File: src/rtl/rf_wb_arbiter_if.sv
// rtl/rf_wb_arbiter_if.sv - register file write-port arbiter bus bundle
interface rf_wb_arbiter_if #(
    parameter int DW = 32
) ();
    logic          wb_we;
    logic [3:0]    wb_wa;
    logic [DW-1:0] wb_wd;
    logic          b_valid;
    logic          b_ready;
    logic [3:0]    b_wa;
    logic [DW-1:0] b_wd;
    logic          rf_we;
    logic [3:0]    rf_wa;
    logic [DW-1:0] rf_wd;
    logic [15:0]   pend_mask;
    logic          stall_req;
    logic          err_r15;

    modport slave (
        input  wb_we, wb_wa, wb_wd, b_valid, b_wa, b_wd,
        output b_ready, rf_we, rf_wa, rf_wd, pend_mask, stall_req, err_r15
    );

    modport master (
        output wb_we, wb_wa, wb_wd, b_valid, b_wa, b_wd,
        input  b_ready, rf_we, rf_wa, rf_wd, pend_mask, stall_req, err_r15
    );
endinterface

File: src/rtl/rf_wb_arbiter.sv
// rtl/rf_wb_arbiter.sv - regfile write-port arbiter: writeback priority, buffered long-latency results
module rf_wb_arbiter #(
    parameter int DEPTH    = 4,
    parameter int MAX_WAIT = 8,
    parameter int DW       = 32
) (
    input logic            clk,
    input logic            reset_n,
    rf_wb_arbiter_if.slave bus
);
    localparam int PW = $clog2(DEPTH);
    localparam int CW = PW + 1;
    localparam int WW = $clog2(MAX_WAIT + 1);
    localparam logic [CW-1:0] FULL_C = CW'(DEPTH);
    localparam logic [WW-1:0] MAXW_C = WW'(MAX_WAIT);
    localparam logic [3:0]    R15    = 4'd15;

    logic [3:0]    r_wa [DEPTH];
    logic [DW-1:0] r_wd [DEPTH];
    logic [DEPTH-1:0] r_vld;
    logic [PW-1:0] r_rd_ptr;
    logic [PW-1:0] r_wr_ptr;
    logic [CW-1:0] r_count;
    logic [WW-1:0] r_wait;
    logic          r_stall;
    logic          r_err;

    logic          w_empty;
    logic          w_full;
    logic          w_head_vld;
    logic          w_a_win;
    logic          w_xfer;
    logic          w_bypass;
    logic          w_pop;
    logic          w_push;
    logic          w_b_r15;
    logic          w_b_squash;
    logic [WW-1:0] w_wait_nxt;
    logic          w_rf_we;
    logic [3:0]    w_rf_wa;
    logic [DW-1:0] w_rf_wd;
    logic [15:0]   w_pend;

    assign w_empty    = (r_count == '0);
    assign w_full     = (r_count == FULL_C);
    assign w_head_vld = !w_empty && r_vld[r_rd_ptr];
    // R15 is the PC in the regfile, so port A never claims the write port for it
    assign w_a_win    = bus.wb_we && (bus.wb_wa != R15);
    assign w_xfer     = bus.b_valid && !w_full;
    // the FIFO drains whenever A is idle, even if the head was squashed
    assign w_pop      = !w_a_win && !w_empty;
    assign w_bypass   = !w_a_win && w_empty && bus.b_valid;
    assign w_b_r15    = (bus.b_wa == R15);
    assign w_b_squash = w_a_win && (bus.b_wa == bus.wb_wa);
    // results that would be dropped anyway never take a slot
    assign w_push     = w_xfer && !w_bypass && !w_b_r15 && !w_b_squash;

    // write-port source selection: A, then FIFO head, then zero-latency bypass
    always_comb begin
        w_rf_we = 1'b0;
        w_rf_wa = bus.wb_wa;
        w_rf_wd = bus.wb_wd;
        if (w_a_win) begin
            w_rf_we = 1'b1;
        end else if (!w_empty) begin
            w_rf_we = r_vld[r_rd_ptr];
            w_rf_wa = r_wa[r_rd_ptr];
            w_rf_wd = r_wd[r_rd_ptr];
        end else if (bus.b_valid) begin
            w_rf_we = !w_b_r15;
            w_rf_wa = bus.b_wa;
            w_rf_wd = bus.b_wd;
        end
    end

    // hazard mask: every still-valid buffered destination
    always_comb begin
        w_pend = '0;
        for (int i = 0; i < DEPTH; i++) begin
            if (r_vld[i]) begin
                w_pend[r_wa[i]] = 1'b1;
            end
        end
    end

    // starvation counter: counts cycles a valid head loses to A, saturating
    always_comb begin
        w_wait_nxt = r_wait;
        if (w_empty || w_pop) begin
            w_wait_nxt = '0;
        end else if (w_head_vld && (r_wait != MAXW_C)) begin
            w_wait_nxt = r_wait + WW'(1);
        end
    end

    // FIFO control, squash, starvation and error state
    always_ff @(posedge clk or negedge reset_n) begin
        if (!reset_n) begin
            r_vld    <= '0;
            r_rd_ptr <= '0;
            r_wr_ptr <= '0;
            r_count  <= '0;
            r_wait   <= '0;
            r_stall  <= 1'b0;
            r_err    <= 1'b0;
        end else begin
            for (int i = 0; i < DEPTH; i++) begin
                if (w_a_win && r_vld[i] && (r_wa[i] == bus.wb_wa)) begin
                    r_vld[i] <= 1'b0;
                end
            end
            if (w_pop) begin
                r_vld[r_rd_ptr] <= 1'b0;
                r_rd_ptr        <= r_rd_ptr + PW'(1);
            end
            if (w_push) begin
                r_vld[r_wr_ptr] <= 1'b1;
                r_wr_ptr        <= r_wr_ptr + PW'(1);
            end
            r_count <= r_count + CW'(w_push) - CW'(w_pop);
            r_wait  <= w_wait_nxt;
            r_stall <= (w_wait_nxt == MAXW_C);
            r_err   <= (bus.wb_we && (bus.wb_wa == R15)) || (w_xfer && w_b_r15);
        end
    end

    // entry payload storage, written only on enqueue
    always_ff @(posedge clk) begin
        if (w_push) begin
            r_wa[r_wr_ptr] <= bus.b_wa;
            r_wd[r_wr_ptr] <= bus.b_wd;
        end
    end

    assign bus.b_ready   = reset_n && !w_full;
    assign bus.rf_we     = reset_n && w_rf_we;
    assign bus.rf_wa     = w_rf_wa;
    assign bus.rf_wd     = w_rf_wd;
    assign bus.pend_mask = w_pend;
    assign bus.stall_req = r_stall;
    assign bus.err_r15   = r_err;
endmodule

File: src/flat_wrapper.sv
// flat-port wrapper written by rule: the top's interface ports become plain ports
module rf_wb_arbiter_flat 
#(
    parameter int DEPTH    = 4,
    parameter int MAX_WAIT = 8,
    parameter int DW       = 32
)
  (clk, reset_n, bus_wb_we, bus_wb_wa, bus_wb_wd, bus_b_valid, bus_b_wa, bus_b_wd, bus_b_ready, bus_rf_we, bus_rf_wa, bus_rf_wd, bus_pend_mask, bus_stall_req, bus_err_r15);
  rf_wb_arbiter_if #(.DW(DW)) bus_i ();
  input logic clk;
  input logic reset_n;
  input wire logic [$bits(bus_i.wb_we)-1:0] bus_wb_we;
  input wire logic [$bits(bus_i.wb_wa)-1:0] bus_wb_wa;
  input wire logic [$bits(bus_i.wb_wd)-1:0] bus_wb_wd;
  input wire logic [$bits(bus_i.b_valid)-1:0] bus_b_valid;
  input wire logic [$bits(bus_i.b_wa)-1:0] bus_b_wa;
  input wire logic [$bits(bus_i.b_wd)-1:0] bus_b_wd;
  output wire logic [$bits(bus_i.b_ready)-1:0] bus_b_ready;
  output wire logic [$bits(bus_i.rf_we)-1:0] bus_rf_we;
  output wire logic [$bits(bus_i.rf_wa)-1:0] bus_rf_wa;
  output wire logic [$bits(bus_i.rf_wd)-1:0] bus_rf_wd;
  output wire logic [$bits(bus_i.pend_mask)-1:0] bus_pend_mask;
  output wire logic [$bits(bus_i.stall_req)-1:0] bus_stall_req;
  output wire logic [$bits(bus_i.err_r15)-1:0] bus_err_r15;
  assign bus_i.wb_we = bus_wb_we;
  assign bus_i.wb_wa = bus_wb_wa;
  assign bus_i.wb_wd = bus_wb_wd;
  assign bus_i.b_valid = bus_b_valid;
  assign bus_i.b_wa = bus_b_wa;
  assign bus_i.b_wd = bus_b_wd;
  assign bus_b_ready = bus_i.b_ready;
  assign bus_rf_we = bus_i.rf_we;
  assign bus_rf_wa = bus_i.rf_wa;
  assign bus_rf_wd = bus_i.rf_wd;
  assign bus_pend_mask = bus_i.pend_mask;
  assign bus_stall_req = bus_i.stall_req;
  assign bus_err_r15 = bus_i.err_r15;
  rf_wb_arbiter #(.DEPTH(DEPTH), .MAX_WAIT(MAX_WAIT), .DW(DW)) u_core (.clk(clk), .reset_n(reset_n), .bus(bus_i));
endmodule
File: config.mk
export PLATFORM = sky130hd
export DESIGN_NAME = rf_wb_arbiter_flat
export DESIGN_NICKNAME = d
export VERILOG_FILES = /design/src/rtl/rf_wb_arbiter_if.sv /design/src/rtl/rf_wb_arbiter.sv /design/src/flat_wrapper.sv
export SDC_FILE = /design/constraint.sdc
export NUM_CORES = 1
export LEC_CHECK = 0
export CAP_MARGIN = 20
export CORE_MARGIN = 2
export CORE_UTILIZATION = 24
export CTS_BUF_LIST = sky130_fd_sc_hd__clkbuf_16
export CTS_CLUSTER_DIAMETER = 150
export DETAILED_ROUTE_END_ITERATION = 7
export SETUP_SLACK_MARGIN = 0.3
export SLEW_MARGIN = 0
export SYNTH_ARGS = -nofsm -noshare
export SYNTH_HDL_FRONTEND = slang
export SYNTH_SLANG_ARGS = --single-unit
File: constraint.sdc
create_clock -name clk -period 4.7 [get_ports clk]
set_input_delay 0.47 -clock clk [delete_from_list [all_inputs] [get_ports clk]]
set_output_delay 0.47 -clock clk [all_outputs]
set_load 0.02 [all_outputs]
Yosys cells after proc, flatten, opt, wreduce, memory -nomap -nowiden --
Memory sizes are Yosys's and may differ from the RTL's. Index checks and enable logic that the tools add are counted.
Word-level totals: bits in registers 17, RAM bits 144, bits of input ports 76, output and inout port bits 56, word-level logic and storage cells 118, memories kept 2
Operators by class: $add $sub $neg 5, $lt $le $gt $ge 12, equal/unequal tests 11, muxes and demuxes 37, bitwise operators 6, reduce and logical (&&, ||, !) cells 38
Memory list:
- u_core.r_wd | words 4, bits a word 32, read ports 1, clocked after Yosys merged registers in 0, write ports 1, line rf_wb_arbiter.sv:19 | logic [DW-1:0] r_wd [DEPTH];
- u_core.r_wa | words 4, bits a word 4, read ports 5, clocked after Yosys merged registers in 0, write ports 1, line rf_wb_arbiter.sv:18 | logic [3:0] r_wa [DEPTH];
Operator list (count):
- $mux W32 | 3
- $mux W16 | 4
- $or A16 B16 Y16 | 3
- $logic_and A1 B1 Y1 | 29
- $mux W4 | 7
- $eq A4 B4 Y1 | 5
- $lt A4 B5 Y1 const B | 4
- $demux W1 S4 | 4
- $ge A4 B1 Y1 const B | 4
- $mux W1 | 16
- $eq A4 B4 Y1 const B | 3
- $ne A4 B4 Y1 const B | 2
- $logic_not A1 Y1 | 6
- $lt A2 B3 Y1 const B | 2
- $add A2 B1 Y2 const B | 2
- $add A4 B1 Y4 const B | 1
- $and A4 B4 Y4 | 1
- $demux W1 S2 | 2
- $ge A2 B1 Y1 const B | 2
- $not A4 Y4 | 1
- $or A4 B4 Y4 | 1
- $add A3 B1 Y3 | 1
- $eq A3 B3 Y1 const B | 1
- $logic_not A3 Y1 | 1
- other kinds (3) | 4

Depth between registers and ports, before layout --
Gate-level depths: netlist (run 1).
depth in word-level cells 11, gate-level depth with buffers 10

Worst setup path before layout (run 1) --
Ideal clock, no wire load.
kind input to register, from input port bus_wb_wa[2], to memory u_core.r_wa[0][0] (enable), data arrival time 2341 ps, required time 4303 ps, path slack 1962 ps, stages 7, path through buf_4 nand4_4 and2_4 buf_6 a211oi_2 buf_6 and2_1
Between the ends: longest elaborated chain between the ends 11
Ends and longest elaborated chain:
- start: declaration | line flat_wrapper.sv:13 | input wire logic [$bits(bus_i.wb_wa)-1:0] bus_wb_wa;
- $ne A4 B4 Y1 | line rf_wb_arbiter.sv:48 | assign w_a_win = bus.wb_we && (bus.wb_wa != R15);
- $logic_and A1 B1 Y1 | line rf_wb_arbiter.sv:48
- $logic_not A1 Y1 | line rf_wb_arbiter.sv:52 | assign w_bypass = !w_a_win && w_empty && bus.b_valid;
- $logic_and A1 B1 Y1 (2 in series) | line rf_wb_arbiter.sv:52
- $logic_not A1 Y1 | line rf_wb_arbiter.sv:56 | assign w_push = w_xfer && !w_bypass && !w_b_r15 && !w_b_squash;
- $logic_and A1 B1 Y1 (2 in series) | line rf_wb_arbiter.sv:56
- $logic_and A1 B1 Y1 (*) | line rf_wb_arbiter.sv:56
- $mux W1 (*) | line rf_wb_arbiter.sv:129 | if (w_push) begin
- $mux W1 (implied by the code) (*) | line rf_wb_arbiter.sv:130 | r_wa[r_wr_ptr] <= bus.b_wa;
- end: declaration | line rf_wb_arbiter.sv:18
Mark *: on every way between the ends. The rest lies on a longest branch, timed or not.

Final worst setup path (run 1) --
from input port bus_wb_wa[2], to output port bus_rf_wd[0]
Between the ends: longest elaborated chain between the ends 3
Ends and longest elaborated chain:
- $ne A4 B4 Y1 | line rf_wb_arbiter.sv:48
- $logic_and A1 B1 Y1 | line rf_wb_arbiter.sv:48
- $mux W32 | line rf_wb_arbiter.sv:63 | if (w_a_win) begin
- end: declaration | line flat_wrapper.sv:21 | output wire logic [$bits(bus_i.rf_wd)-1:0] bus_rf_wd;
No other way between the ends.

==> results of run 1 <==
power by group:
part,switching (W),leakage (nW),internal [W],total (W)
clock network,0.000652,0.291,0.000721,0.00137
logic,0.00112,1.54,0.00108,0.00220
registers,0.000264,1.53,0.00188,0.00214
sequential cells by signal (all words and copies together) (netlist names):
register              count
u_core.r_wr_ptr           2
u_core.r_count            3
u_core.bus.stall_req      1
u_core.r_vld              4
u_core.r_wait             4
u_core.r_wa              16
u_core.r_rd_ptr           2
u_core.r_wd             128
u_core.bus.err_r15        1
cells in the mapped netlist, drive strengths merged (2+ instances only):
| master | number |
|---|---|
| nand2 | 23 |
| a32o | 4 |
| clkbuf | 16 |
| o211ai | 2 |
| o221ai | 4 |
| edfxtp | 144 |
| and3 | 2 |
| and2 | 6 |
| a21oi | 4 |
| dfrtp | 17 |
| nor2b | 5 |
| o32a | 2 |
| nand2b | 7 |
| o22ai | 43 |
| o311ai | 2 |
| nand4 | 4 |
| a31oi | 5 |
| a22oi | 3 |
| mux4 | 37 |
| nand3 | 10 |
| a2bb2oi | 36 |
| xnor2 | 4 |
| buf | 18 |
| nor3 | 4 |
| nand3b | 5 |
| nor2 | 14 |
| inv | 14 |
| ha | 12 |
| a221o | 6 |
| or3b | 4 |
| xor2 | 24 |
| nor4 | 5 |
final cells by class:
type,instances,area share
multi-input combinational,288,0.2694
tap,402,0.04996
clock inverter,15,0.01765
inverter,14,0.005220
sequential,161,0.4720
timing repair buffer,142,0.1434
clock buffer,17,0.04226
logic make-up (layout without fill, tap and decap cells):
kind of cell	Yosys count	in the layout	synth area share
flops	161	161	0.6174
compound gates	114	114	0.1139
simple gates	94	94	0.07189
buf+inv	48	188	0.03172
mux	39	39	0.1111
xor+xnor	28	28	0.03188
fa+ha+maj	13	13	0.02212
cell usage in the layout, fill, tap and decap left out, types with 3 or more instances in the layout:
master / count
a31oi_1: 5
nand2b_1: 7
and2_2: 4
a32o_1: 4
mux4_2: 37
o22ai_1: 43
clkinv_8: 5
nor2b_1: 5
inv_6: 5
edfxtp_1: 144
buf_12: 4
nor4_1: 5
dfrtp_1: 15
nand3_1: 9
clkbuf_16: 17
nand4_1: 3
ha_1: 12
nor3_1: 3
xnor2_1: 4
nor2_1: 12
nand3b_1: 5
a2bb2oi_1: 36
or3b_2: 4
nand2_1: 22
a221o_1: 6
o221ai_1: 4
xor2_1: 24
clkdlybuf4s50_1: 131
inv_1: 14
a21oi_1: 3
buf_4: 7
a22oi_1: 3
inv_8: 4
how the worst min path moves through the flow:
stage,start,to,slack (ns),depth (start not counted)
final,reset_n,u_core.r_wait[3],0.37,2
after global routing,reset_n,u_core.r_wait[3],0.38,2
after CTS,reset_n,u_core.bus.stall_req,0.37,2
after detailed placement,u_core.r_wr_ptr[1],u_core.r_wr_ptr[1],0.55,1
after global placement,u_core.r_wr_ptr[1],u_core.r_wr_ptr[1],0.54,1
after floorplan,reset_n,u_core.bus.err_r15,0.17,0
layer usage:
| metal | global-route usage | up-vias | wire (microns) |
|---|---|---|---|
| li1 | - | 2285 | - |
| met1 | 0.1651 | 2525 | 9032 |
| met2 | 0.2003 | 190 | 9733 |
| met3 | 0.03018 | 18 | 1214 |
| met4 | 0.03552 | 0 | 271 |
| met5 | 0 | - | 0 |
worst max-delay path, delay by kind of cell:
family	cells	cell delay, ns
compound gates	1	0.18
buf+inv	3	1.68
simple gates	3	0.83
through the flow:
step	instances	area, sq um	total power, W	worst slack (ns)	hold slack [ns]
finish	1039	10070	0.005716	1.046	0.3736
global placement	1007	9464	0.004390	1.051	0.5428
global route	1039	10070	0.006043	0.8730	0.3764
detailed placement	1007	9464	0.004399	1.009	0.5530
CTS	1039	10070	0.005790	0.9949	0.3655
floorplan	497	7692	0.003522	1.962	0.1744
==> impl_metrics.ini, run 1 <==
[outcome]
status = completed

[logic_synthesis]
yosys_warnings = 0
ys.flop_type = edfxtp_1
syn_inst = 497
ys_seq_area_frac = 0.6174
syn_area_sq_mm = 0.007692
synth-edff-count = 144
async_flop_share = 0.1056
syn_avg_cell_area_sq_um = 15.48
yosys.area.top_type = edfxtp_1
synth-seq-cells = 161
synth_top_area_frac = 0.5621
synth_area_leaders = edfxtp_1 56%, mux4_2 11%, dfrtp_1 5.5%
ys_types = 53
synth_nets = 586

[critical_path]
endpoint = bus_rf_wd[0]
start_kind = input pin
r2r_slack_ns = 1.99
critical_path.max_fanout = 19
end_kind = primary output
required_ns = 4.23
regToRegEndpoint = u_core.r_count[2]
reg2reg_depth = 9
cp-startpoint = bus_wb_wa[2]
crit_slowest_cell = clkdlybuf4s50_1
critPathKind = in -> out
cp_data_arrival_time_ns = 3.18
reg2reg_from = u_core.r_count[1]
critPathMostFrequentCell = clkdlybuf4s50_1
max_stage_delay_ns = 0.76
crit_chain = clkdlybuf4s50_1 > nand4_4 > and2_4 > nor2_8 > buf_4 > a2bb2oi_1 > clkdlybuf4s50_1

[cts]
cts.sinks = 161
clockBufferDepth = 2
cts_made_buffers = 17
clkSlewWorstSetupHoldPaths_ns = 0.08
cts_hold_buf = 0
cts_tree = done
post_cts_buffers = 0
cts_resized = 0
htreeDepth = 4
clk-insertion-delay-late_ns = 0.42
clockRootBuffer = clkbuf_16

[place]
hpwl_mm = 13.61
gp_congestion = 0.8770
numPortBuffers = 131

[floorplanning]
die_x_microns = 183.0
row_count = 65
die_area_sq_mm = 0.03350
coreArea_sq_mm = 0.03156
io-pin-count = 132
die_h_microns = 183.0
start_util = 0.2438

[global_route]
grt_pass1_wl_mm = 31.17
grt.total_usage = 0.1237
grt_max_degree = 39
grt_pass1_vias = 5217
grt-ovfl-total = 0
antenna_found_initial = 1

[layout]
drive_above_1_share = 0.1586
multi_input_area_sq_mm = 0.002713
regArea_sq_mm = 0.004752
layout.nets = 713
fillers = 3147
antenna_cells = 0
utilization = 0.3190
syn_to_final_growth_pct = 30.87

[detailed_routing]
drt_wl_total_mm = 20.25
viasPerCell = 4.830
final_antenna_net_count = 0
post_drt_wl_per_cell_microns = 19.49
drc = 0
first_pass_iters = 4
vias = 5018
drtIter0Drc = 380

[min_path]
hp-class = in -> async

[timing]
tns_ns = 0
max_freq_mhz = 273.6
rsz0062_at_grt = no
tightestPinTransition_ns = 0.8802
relSlewSlack = 0.4132
drv_slew = 0
final.period_utilization = 0.7775
finalClockSkew_ns = 0.01286
min_period_ns = 3.654
finalHoldViolations = 0
setup_viol = 0

[power]
p_leak_nw = 3.354
power_density_mw_per_mm2 = 567.8
vdd_drop_max_mv = 0.2120

[run]
cap_violations = 0
(Power assumes the default switching activity.)
==> run 2: changes to the inputs <==
clock period = 3.35 ns   (was 4.7 ns; I/O delays follow)
==> impl_metrics.ini, run 2 (synthesis results as in run 1) <==
[outcome]
status = completed

[critical_path]
r2r_slack_ns = 0.84
regToRegEndpoint = u_core.r_count[2]
cp_data_arrival_time_ns = 2.58
critical_path.max_fanout = 23
start_kind = input pin
end_kind = primary output
reg2reg_from = u_core.r_count[2]
reg2reg_depth = 9
critPathKind = in -> out
required_ns = 3.01

[cts]
cts.sinks = 161
clockBufferDepth = 2
clockRootBuffer = clkbuf_16
htreeDepth = 4
clkSlewWorstSetupHoldPaths_ns = 0.07
cts_tree = done
clk-insertion-delay-late_ns = 0.43
cts_made_buffers = 17

[layout]
final_cell_count_no_fill = 1049
final_common_cell = edfxtp_1
largest_reg_flops = 128
reg_top3 = u_core.r_wd x128, u_core.r_wa x16
regMostFlops = u_core.r_wd
antenna_cells = 0
syn_to_final_growth_pct = 31.90
fillers = 3120
layout.nets = 723
most-common-layout-cells = 144 x edfxtp_1, 131 x clkdlybuf4s50_1, 43 x o22ai_1
drive_above_1_share = 0.1731

[min_path]
hp-class = in -> async

[detailed_routing]
drtIter0Drc = 310
vias = 5034
drc = 0
drt_wl_total_mm = 20.30
viasPerCell = 4.799
final_antenna_net_count = 0
post_drt_wl_per_cell_microns = 19.35
first_pass_iters = 7

[power]
p_leak_nw = 3.405
vdd_drop_max_mv = 0.3431
p_total_w = 0.008073
power_density_mw_per_mm2 = 795.7

[place]
hpwl_mm = 13.69
numPortBuffers = 131
gp_congestion = 0.8549
dpl.cell_count = 1017

[global_route]
grt_max_degree = 37
grt_pass1_wl_mm = 31.23
grt.total_usage = 0.1239
grt-ovfl-total = 0
antenna_found_initial = 0
grt_pass1_vias = 5240

[timing]
finalHoldViolations = 0
max_freq_mhz = 342.9
tns_ns = 0
rsz0062_at_grt = yes
final.period_utilization = 0.8705
tightestPinTransition_ns = 0.7546
relSlewSlack = 0.4960
finalClockSkew_ns = 0.006091
drv_slew = 0
min_period_ns = 2.916
setup_viol = 0

[run]
cap_violations = 0

[floorplanning]
start_util = 0.2438
die_area_sq_mm = 0.03350
row_count = 65
coreArea_sq_mm = 0.03156
die_x_microns = 183.0
die_h_microns = 183.0
io-pin-count = 132
run 2: cell types whose count changed in the layout (fill, tap and decap cells not counted):
cell / before / now
buf_4: 7 / 16
bufinv_16: 0 / 1
clkbuf_8: 0 / 1
clkinv_4: 0 / 2
clkinv_8: 5 / 1
clkinvlp_4: 1 / 2
dfrtp_2: 2 / 1
dfrtp_4: 0 / 1
o311ai_0: 2 / 1
o311ai_1: 0 / 1
or3_1: 1 / 0
or3_4: 0 / 1
run 2: where the power goes:
group / total (W) / leakage [nW] / switching (W) / internal (W)
combinational: 0.00323 / 1.59 / 0.00169 / 0.00154
sequential: 0.00291 / 1.53 / 0.000272 / 0.00264
clock: 0.00193 / 0.286 / 0.000870 / 0.00106
run 2: worst max path at each step:
stage | from | depth (start not counted) | end | slack, ns
after floorplan | bus_wb_wa[2] | 7 | u_core.r_wa[0][0] | 0.75
after global placement | bus_wb_wa[2] | 7 | u_core.r_wd[2][22] | 0.38
after global routing | u_core.r_rd_ptr[0] | 5 | bus_rf_we | 0.30
after detailed placement | bus_wb_wa[2] | 7 | u_core.r_wd[0][0] | 0.37
after CTS | u_core.r_rd_ptr[1] | 5 | bus_rf_wd[21] | 0.30
final | bus_wb_wa[2] | 7 | bus_rf_wd[26] | 0.43
run 2: layout make-up:
class | count | area (sq um) | share of cell area
clock inverter | 15 | 167.7 | 0.01652
clock buffer | 17 | 425.4 | 0.04193
tap | 402 | 503.0 | 0.04957
timing repair buffer | 152 | 1525 | 0.1503
multi-input combinational | 288 | 2718 | 0.2679
inverter | 14 | 52.55 | 0.005179
sequential | 161 | 4755 | 0.4686
run 2: per-stage QoR:
step / hold WS [ns] / worst slack [ns] / area [sq um] / util
final: 0.3136 / 0.4337 / 10150 / 0.3215
after CTS: 0.3216 / 0.3024 / 10140 / 0.3212
after detailed placement: 0.5516 / 0.3716 / 9539 / 0.3023
after global routing: 0.3336 / 0.2962 / 10150 / 0.3215
after floorplan: 0.03941 / 0.7470 / 7692 / -
after global placement: 0.5508 / 0.3756 / 9539 / 0.3023
run 2: repair_timing:
item                       4_1_cts  5_1_grt
hold buffers                     0        0
setup endpoints to repair        5       23
setup buffers                    0        0
pin swaps                        0        1
resized for setup                1        4
run 2: routing by layer:
| metal | GRT usage | vias up | part of all wire | wire length [microns] |
|---|---|---|---|---|
| met3 | 0.02840 | 20 | 0.058 | 1186 |
| met2 | 0.2052 | 180 | 0.47 | 9605 |
| li1 | - | 2298 | - | - |
| met1 | 0.1624 | 2536 | 0.46 | 9270 |
| met4 | 0.03680 | 0 | 0.011 | 232 |
| met5 | 0 | - | 0 | 0 |
run 2: worst max-delay path: stages:
cell             delay, ns
clkdlybuf4s50_1       0.54
nand4_4               0.17
and2_4                0.24
nor2_8                0.25
buf_12                0.21
a2bb2oi_1             0.19
clkdlybuf4s50_1       0.63
==> run 3: changes to the inputs <==
CORE_MARGIN = 3   (was 2)
==> impl_metrics.ini, run 3 (synthesis results as in run 1) <==
[outcome]
status = completed

[layout]
regArea_sq_mm = 0.004752
fillers = 3047
utilization = 0.3275
final_common_cell = edfxtp_1
largest_reg_flops = 128
design_area_sq_mm = 0.01018
reg_top3 = u_core.r_wd x128, u_core.r_wa x16
antenna_cells = 0
drive_above_1_share = 0.1726
regMostFlops = u_core.r_wd
layout.nets = 726
most-common-layout-cells = 144 x edfxtp_1, 131 x clkdlybuf4s50_1, 43 x o22ai_1
syn_to_final_growth_pct = 32.29
multi_input_area_sq_mm = 0.002713

[critical_path]
critical_path.max_fanout = 13
critPathKind = in -> out
start_kind = input pin
required_ns = 3.01
end_kind = primary output
cp_data_arrival_time_ns = 2.62

[detailed_routing]
post_drt_wl_per_cell_microns = 19.59
viasPerCell = 4.888
first_pass_iters = 5
drt_wl_total_mm = 20.48
drc = 0
final_antenna_net_count = 0
vias = 5108
drtIter0Drc = 398

[floorplanning]
io-pin-count = 132
start_util = 0.2476
coreArea_sq_mm = 0.03107
die_area_sq_mm = 0.03424
die_x_microns = 185.0
die_h_microns = 185.0
row_count = 64

[timing]
tns_ns = 0
drv_slew = 0
min_period_ns = 2.954
max_freq_mhz = 338.5
fin_ws_ns = 0.3962
finalHoldViolations = 0
tightestPinTransition_ns = 0.8002
relSlewSlack = 0.4656
setup_viol = 0
rsz0062_at_grt = yes
finalClockSkew_ns = 0.01103
final.period_utilization = 0.8817

[cts]
cts_tree = done
clkSlewWorstSetupHoldPaths_ns = 0.06
cts.sinks = 161
clk-insertion-delay-late_ns = 0.42
cts_made_buffers = 17
clockBufferDepth = 2
clockRootBuffer = clkbuf_16
htreeDepth = 4

[min_path]
hp-class = in -> async

[global_route]
grt-ovfl-total = 0
grt_pass1_vias = 5350
grt_pass1_wl_mm = 31.68
grt.total_usage = 0.1227
antenna_found_initial = 0
grt_max_degree = 27

[power]
p_comb_frac = 0.406
internal_power_w = 0.005324
netSwitchingFraction = 0.3423
vdd_drop_max_mv = 0.3991
power_density_mw_per_mm2 = 795.5
netSwitchingPower_w = 0.002771
seqPwrFrac = 0.358
power_frac_clock = 0.236
p_leak_nw = 3.423

[place]
placed_area_sq_mm = 0.009589
gp_congestion = 0.8707
hpwl_mm = 13.96
numPortBuffers = 131
pre_cts_slack_ns = 0.3797

[run]
cap_violations = 0
-- run 3: cell count changes in the layout (fill, tap and decap cells not counted), moves of 2 or more --
| cell | before | now |
|---|---|---|
| buf_12 | 4 | 7 |
| clkinv_2 | 0 | 2 |
| inv_6 | 5 | 3 |
| inv_8 | 4 | 2 |
-- run 3: layout make-up --
class,instances,area share
clock buffer,17,0.04181
clock inverter,14,0.01525
inverter,14,0.005164
multi-input combinational,288,0.2666
sequential,161,0.4670
tap,396,0.04869
timing repair buffer,155,0.1555
-- run 3: stage by stage --
stage	std cells	power [W]	hold slack, ns
final	1045	0.008095	0.3763
after global routing	1045	0.008571	0.4157
after CTS	1045	0.008213	0.4090
after detailed placement	1014	0.006262	0.5432
after global placement	1014	0.006248	0.5501
after floorplan	497	0.004941	0.03941
-- run 3: worst max-delay path, stage by stage --
cell and delay (ns):
clkdlybuf4s50_1 0.54, nand4_4 0.18, and2_4 0.25, nor2_8 0.24, a2bb2oi_1 0.37, clkdlybuf4s50_1 0.68
-- run 3: routing by layer --
| layer | vias to the layer above | share of wire | GRT usage |
|---|---|---|---|
| met2 | 207 | 0.47 | 0.1966 |
| met3 | 20 | 0.078 | 0.02887 |
| li1 | 2304 | - | - |
| met5 | - | 0 | 0 |
| met1 | 2577 | 0.43 | 0.1654 |
| met4 | 0 | 0.013 | 0.03872 |
-- run 3: timing repair --
action                                  CTS  global route
resized for setup                         0             2
buffers inserted                          0             0
hold buffers                              0             0
endpoints found under the setup margin    0            13
-- run 3: final timing paths --
kind,startpoint,endpoint,slack (ns),cells after the start
hold reg to reg,u_core.r_wr_ptr[1],u_core.r_wr_ptr[1],0.55,1
hold / removal,reset_n,u_core.r_wait[0],0.38,2
setup reg to reg,u_core.r_count[2],u_core.r_count[2],0.90,10
max in group asynchronous,reset_n,u_core.r_rd_ptr[0],2.75,2
min in group clk,u_core.r_wr_ptr[1],u_core.r_wr_ptr[1],0.55,1
setup / recovery,bus_wb_wa[3],bus_rf_wa[3],0.40,6
-- run 3: power groups by stage --
stage          combinational [W]  sequential [W]  clock [W]
6_report                 0.00329         0.00290    0.00191
2_1_floorplan            0.00213         0.00281          0
3_5_place_dp             0.00333         0.00294          0
3_3_place_gp             0.00333         0.00292          0
4_1_cts                  0.00335         0.00290    0.00196
5_1_grt                  0.00357         0.00294    0.00206
